===== src/rtl/iob_ddr_arbiter.sv =====
// Two-master round-robin arbiter onto one IOb native memory port, one transaction in flight.
// Optional watchdog enabled by defining IOB_DDR_ARBITER_TIMEOUT_EN.
module iob_ddr_arbiter #(
    parameter int ADDR_W    = 32,
    parameter int DATA_W    = 32,
    parameter int TIMEOUT_W = 8
) (
    input  logic                clk_i,
    input  logic                arst_n_i,
    input  logic                cke_i,

    input  logic                m0_avalid_i,
    input  logic [ADDR_W-1:0]   m0_addr_i,
    input  logic [DATA_W-1:0]   m0_wdata_i,
    input  logic [DATA_W/8-1:0] m0_wstrb_i,
    output logic                m0_ready_o,
    output logic [DATA_W-1:0]   m0_rdata_o,
    output logic                m0_rvalid_o,

    input  logic                m1_avalid_i,
    input  logic [ADDR_W-1:0]   m1_addr_i,
    input  logic [DATA_W-1:0]   m1_wdata_i,
    input  logic [DATA_W/8-1:0] m1_wstrb_i,
    output logic                m1_ready_o,
    output logic [DATA_W-1:0]   m1_rdata_o,
    output logic                m1_rvalid_o,

    output logic                s_avalid_o,
    output logic [ADDR_W-1:0]   s_addr_o,
    output logic [DATA_W-1:0]   s_wdata_o,
    output logic [DATA_W/8-1:0] s_wstrb_o,
    input  logic                s_ready_i,
    input  logic                s_rvalid_i,
    input  logic [DATA_W-1:0]   s_rdata_i,

    output logic [1:0]          grant_o,
    output logic                timeout_o
);

    typedef enum logic [1:0] {IDLE, REQ, WAIT_R} state_t;

    state_t              state_q, state_d;
    logic                last_q, last_d;      // 1: m1 was served last
    logic [1:0]          grant_q, grant_d;
    logic [ADDR_W-1:0]   addr_q, addr_d;
    logic [DATA_W-1:0]   wdata_q, wdata_d;
    logic [DATA_W/8-1:0] wstrb_q, wstrb_d;
    logic                read_q, read_d;

    logic                pick_m1;
    logic                wdog_fire;
    logic                accept;
    logic                rdone;
    logic                rsp_ready;
    logic                rsp_rvalid;
    logic [DATA_W-1:0]   rsp_rdata;

`ifdef IOB_DDR_ARBITER_TIMEOUT_EN
    logic [TIMEOUT_W-1:0] wdog_q, wdog_d;
    logic                 timeout_q, timeout_d;

    // Fires only when the slave did not complete the step in the same cycle.
    assign wdog_fire = (&wdog_q) &&
                       (((state_q == REQ) && !s_ready_i) ||
                        ((state_q == WAIT_R) && !s_rvalid_i));

    always_comb begin
        wdog_d    = (state_q == IDLE || state_d != state_q) ? '0 : wdog_q + 1'b1;
        timeout_d = timeout_q | wdog_fire;
    end

    always_ff @(posedge clk_i or negedge arst_n_i) begin
        if (!arst_n_i) begin
            wdog_q    <= '0;
            timeout_q <= 1'b0;
        end else if (cke_i) begin
            wdog_q    <= wdog_d;
            timeout_q <= timeout_d;
        end
    end

    assign timeout_o = timeout_q;
`else
    assign wdog_fire = 1'b0;
    assign timeout_o = 1'b0;
`endif

    // On contention the master not served last wins; a lone requester always wins.
    assign pick_m1 = m1_avalid_i && (!m0_avalid_i || !last_q);

    // State register.
    always_ff @(posedge clk_i or negedge arst_n_i) begin
        if (!arst_n_i) begin
            state_q <= IDLE;
            last_q  <= 1'b1;
            grant_q <= 2'b00;
            addr_q  <= '0;
            wdata_q <= '0;
            wstrb_q <= '0;
            read_q  <= 1'b0;
        end else if (cke_i) begin
            // NOTE: non-blocking assignments so every register samples pre-edge values.
            state_q <= state_d;
            last_q  <= last_d;
            grant_q <= grant_d;
            addr_q  <= addr_d;
            wdata_q <= wdata_d;
            wstrb_q <= wstrb_d;
            read_q  <= read_d;
        end
    end

    // Next-state logic.
    always_comb begin
        // NOTE: hold values assigned first so no path leaves a variable unassigned (no latches).
        state_d = state_q;
        last_d  = last_q;
        grant_d = grant_q;
        addr_d  = addr_q;
        wdata_d = wdata_q;
        wstrb_d = wstrb_q;
        read_d  = read_q;
        unique case (state_q)
            IDLE: begin
                if (m0_avalid_i || m1_avalid_i) begin
                    state_d = REQ;
                    last_d  = pick_m1;
                    grant_d = pick_m1 ? 2'b10 : 2'b01;
                    addr_d  = pick_m1 ? m1_addr_i  : m0_addr_i;
                    wdata_d = pick_m1 ? m1_wdata_i : m0_wdata_i;
                    wstrb_d = pick_m1 ? m1_wstrb_i : m0_wstrb_i;
                    read_d  = pick_m1 ? ~|m1_wstrb_i : ~|m0_wstrb_i;
                end
            end
            REQ: begin
                if (s_ready_i) begin
                    state_d = (read_q && !s_rvalid_i) ? WAIT_R : IDLE;
                end else if (wdog_fire) begin
                    state_d = IDLE;
                end
            end
            WAIT_R: begin
                if (s_rvalid_i || wdog_fire) begin
                    state_d = IDLE;
                end
            end
            default: state_d = IDLE;
        endcase
        if (state_d == IDLE) begin
            grant_d = 2'b00;
        end
    end

    // Output logic; handshakes are gated by cke_i so a pulse always coincides with a state step.
    always_comb begin
        accept     = (state_q == REQ) && s_ready_i;
        rdone      = s_rvalid_i && ((accept && read_q) || (state_q == WAIT_R));
        // A WAIT_R timeout already delivered ready, so it only closes the read.
        rsp_ready  = cke_i && (accept || (wdog_fire && state_q == REQ));
        rsp_rvalid = cke_i && (rdone || (wdog_fire && read_q));
        rsp_rdata  = wdog_fire ? '1 : s_rdata_i;

        m0_ready_o  = rsp_ready  && grant_q[0];
        m1_ready_o  = rsp_ready  && grant_q[1];
        m0_rvalid_o = rsp_rvalid && grant_q[0];
        m1_rvalid_o = rsp_rvalid && grant_q[1];
        m0_rdata_o  = m0_rvalid_o ? rsp_rdata : '0;
        m1_rdata_o  = m1_rvalid_o ? rsp_rdata : '0;

        s_avalid_o = (state_q == REQ);
        s_addr_o   = addr_q;
        s_wdata_o  = wdata_q;
        s_wstrb_o  = wstrb_q;
        grant_o    = grant_q;
    end

endmodule


===== config.mk =====
export PLATFORM = sky130hd
export DESIGN_NAME = iob_ddr_arbiter
export DESIGN_NICKNAME = d
export VERILOG_FILES = /design/src/rtl/iob_ddr_arbiter.sv
export SDC_FILE = /design/constraint.sdc
export NUM_CORES = 1
export LEC_CHECK = 0
export BUFFER_PORTS_ARGS = -buffer_cell sky130_fd_sc_hd__buf_2
export CAP_MARGIN = 40
export CORE_AREA = 10 10 115 117
export CTS_BUF_LIST = sky130_fd_sc_hd__clkbuf_2
export CTS_CLUSTER_DIAMETER = 80
export DETAILED_ROUTE_END_ITERATION = 12
export DIE_AREA = 0 0 125 127
export GPL_TIMING_DRIVEN = 0
export PLACE_DENSITY = 0.74
export SETUP_SLACK_MARGIN = 0.3
export SLEW_MARGIN = 10
export SYNTH_ARGS = -nofsm -noshare
export SYNTH_HDL_FRONTEND = slang
export SYNTH_SLANG_ARGS = --single-unit

===== constraint.sdc =====
create_clock -name clk_i -period 1.6 [get_ports clk_i]
set_input_delay 0 -clock clk_i [delete_from_list [all_inputs] [get_ports clk_i]]
set_output_delay 0 -clock clk_i [all_outputs]
set_load 0.01 [all_outputs]

==> summary.md <==
| Metric | Value |
|---|---|
| Skew final | 0.0394 ns |
| Combinational share of power | 47.4% |
| Max-Cap Viols | 0 |
| Drt drc | 0 |
| Die height | 127 um |
| Pleak | 4.36 nW |
| Mux share of post-synthesis cell area | 17.3% |
| Post-synthesis cell area | 0.00394 sq mm |
| Post-place setup slack | -0.116 ns |
| Critical Path Slowest Stage Cell | and4b_4 |
| Core area | 0.0111 sq mm |
| Biggest area consumer among synthesized cells | dfrtp_1 |
| GRT Overall Usage | 26.0% |
| P_int | 4.64 mW |
| Top post-synthesis cells by area | dfrtp_1 (46%), mux2i_1 (17%), and2_1 (10%) |
| Outcome | finished, violations left |
| Most frequent cells after synthesis | nand2_1 (75), dfrtp_1 (73), mux2i_1 (67) |
| H-tree Lvls | 3 |
| Syn_nets | 579 |
| Post-synthesis area per instance | 9.75 sq um |
| Share of layout cells above drive strength 1 | 51.9% |
| Root buf cell | clkbuf_2 |
| Clk sink count | 74 |
| Sw power | 3.14 mW |
| Setup Crit Path Kind | flip-flop to output pin |
| Failing checks | setup timing |
| Simple-gate share of the synthesized area | 19.8% |
| DR vias | 5497 |
| Switching part of the total | 40.4% |
| Final hold vios | 0 |
| CTS tree | yes |
| GPL Wtd Cong | 0.905 |
| Number of synthesis warnings | 0 |
| Most frequent cell after synthesis | nand2_1 |
| Antenna-violating nets left | 0 |
| Largest net degree at the start of global routing | 45 |
| Flop2flop setup slack | -0.30 ns |
| Detailed Route Iter0 Violations | 352 |
| DP Wirelength | 13.3 mm |
| Area growth, synth to finish | 111% |
| Via density | 5.23 |
| Setup TNS Final | -50.23 ns |
| Total grt overflow | 0 |
| Critical Path AT | 2.18 ns |
| Synth top area share | 46.4% |
| DIE AREA | 0.0159 sq mm |
| I/O Buffers | 313 |
| Final setup viols | 141 |
| EDFF count, synth | 0 |
| Largest stage delay on the critical path | 0.46 ns |
| Critical Path, Cell by Cell | and2b_4 > a31oi_4 > and4b_4 > buf_6 > and2_1 > buf_2 |
| Initial antenna violation count | 5 |
| Global-route wire length before repair | 33.1 mm |
| Final Util | 74.8% |
| Crit path max fanout | 7 |
| Clk pwr share | 13.7% |
| Post-Route WL | 23.9 mm |
| Worst hold path type | input pin to flip-flop |
| Ys flop type | dfrtp_1 |
| Crit path time final | 2.18 ns |
| Power per cell area | 934 mW/mm^2 |
| Largest family of logic cells by synthesized area | simple AND/OR/NAND/NOR gates |
| Vias in the first global route | 5856 |
| Syn Inst Count | 404 |
| Fmax | 459 MHz |
| Worst Setup End Kind | output pin |
| CP startpoint kind | flip-flop |
| Part of the cycle the worst path needs | 136% |
| Seq pwr share | 38.9% |
| CTS buffer count | 9 |
| Placed Instances | 861 |
| Synth Area in XOR/XNOR | 0% |
| Reg clk slew, reported paths | 0.20 ns |
| Maximum VDD drop | 804 uV |
| Register area share after synthesis | 47.1% |
| Post-synth cell types | 29 |
| Final Net Count | 1073 |
| Final Instance Count excl. Fillers | 1052 |
| Rows | 39 |
| Synth Area in Compound Gates | 11.0% |
| Asr flop ratio synth | 100% |
| RSZ-0062 raised after global routing | yes |
| Fin worst setup slack | -0.580 ns |
| Die W | 125 um |
| Yosys reg bits | 74 |
| Initial DRT Pass Iterations | 5 |
| Wirelength per Cell | 22.7 um |
| Max clock buf depth | 2 |
| Count of pins over their slew limit | 0 |
| Total chip power | 7.78 mW |
| I/O pins | 315 |
| Total of fill cells in the finished design | 692 |
| Starting Density | 35.4% |
| Adder-cell share of the synthesized area | 0% |
| Clock Latency Late Sink | 0.53 ns |
| CP required | 1.60 ns |
[critical path: cells and delay by family (launching register included)]
kind                   cells  cell delay [ns]
DFF                        1             0.45
buffers and inverters      2             0.28
and+or+nand+nor            3             0.86
AOI/OAI and AO/OA          1             0.09
[routing by layer]
layer / track usage (%) / share of wire [%] / routed length, um
met2: 47.6 / 52 / 12400
met3: 8.15 / 8.9 / 2140
met4: 15.7 / 5.8 / 1390
met1: 25.3 / 33 / 7940
met5: 0 / 0 / 0
[cells by family (layout without fill, tap and decap cells)]
family | Yosys count | count (layout)
and+or+nand+nor | 152 | 153
buffers and inverters | 30 | 528
AOI/OAI and AO/OA | 79 | 79
DFF | 74 | 74
other | 1 | 7
muxes | 68 | 68
[metrics by stage]
| step | hold WS, ns | cell area (sq um) |
|---|---|---|
| 6_report | 0.281 | 8320 |
| 5_1_grt | 0.227 | 8320 |
| 4_1_cts | 0.195 | 8040 |
| 3_5_place_dp | -0.0321 | 5800 |
| 3_3_place_gp | 0.271 | 5770 |
| 2_1_floorplan | -0.296 | 4020 |
[registers in the layout (all words and copies together) (netlist names)]
name and count:
grant_o 2, last_q 1, read_q 1, s_addr_o 32, s_wdata_o 32, s_wstrb_o 4
state_q 2
[layout by cell type, fill, tap and decap left out, drive strengths merged, types with 6 or more instances in the layout]
| master | instances |
|---|---|
| dlygate4sd3 | 144 |
| mux2i | 67 |
| diode | 6 |
| and2 | 64 |
| dfrtp | 73 |
| buf | 359 |
| clkbuf | 19 |
| o21ai | 71 |
| nand2 | 75 |
[final timing paths]
path,start,end,cells past startpoint
setup / recovery,state_q[1],m0_rdata_o[18],6
hold / removal,cke_i,s_wstrb_o[2],5
setup reg to reg,state_q[0],s_wdata_o[21],10
hold reg to reg,last_q,last_q,2
max in group asynchronous,arst_n_i,last_q,4
min in group asynchronous,arst_n_i,s_wdata_o[13],3
[power by group through the flow]
stage	sequential, mW	combinational (mW)	clock, mW
2_1_floorplan	3.33	1.02	0
3_3_place_gp	2.96	2.74	0
3_5_place_dp	3.00	2.82	0
4_1_cts	2.96	3.45	1.10
5_1_grt	3.09	3.90	1.19
6_report	3.02	3.69	1.07
[area by class of cell]
type	count	area (sq um)	area share, %
buffer	30	360	4.33
timing repair buffer	482	3670	44.1
multi-input combinational	301	2130	25.6
clock inverter	6	65.1	0.782
clock buffer	10	50.0	0.601
sequential	74	1850	22.3
antenna	6	15.0	0.180
tap	143	179	2.15
[what timing repair did]
item,CTS,global route
gates cloned,8,3
hold endpoints to repair,147,0
setup buffers,10,4
resized for setup,140,59
endpoints found under the setup margin,142,142
pin swaps,19,19
hold buffers,144,0
Note: power is estimated with default switching activity, not from simulation.
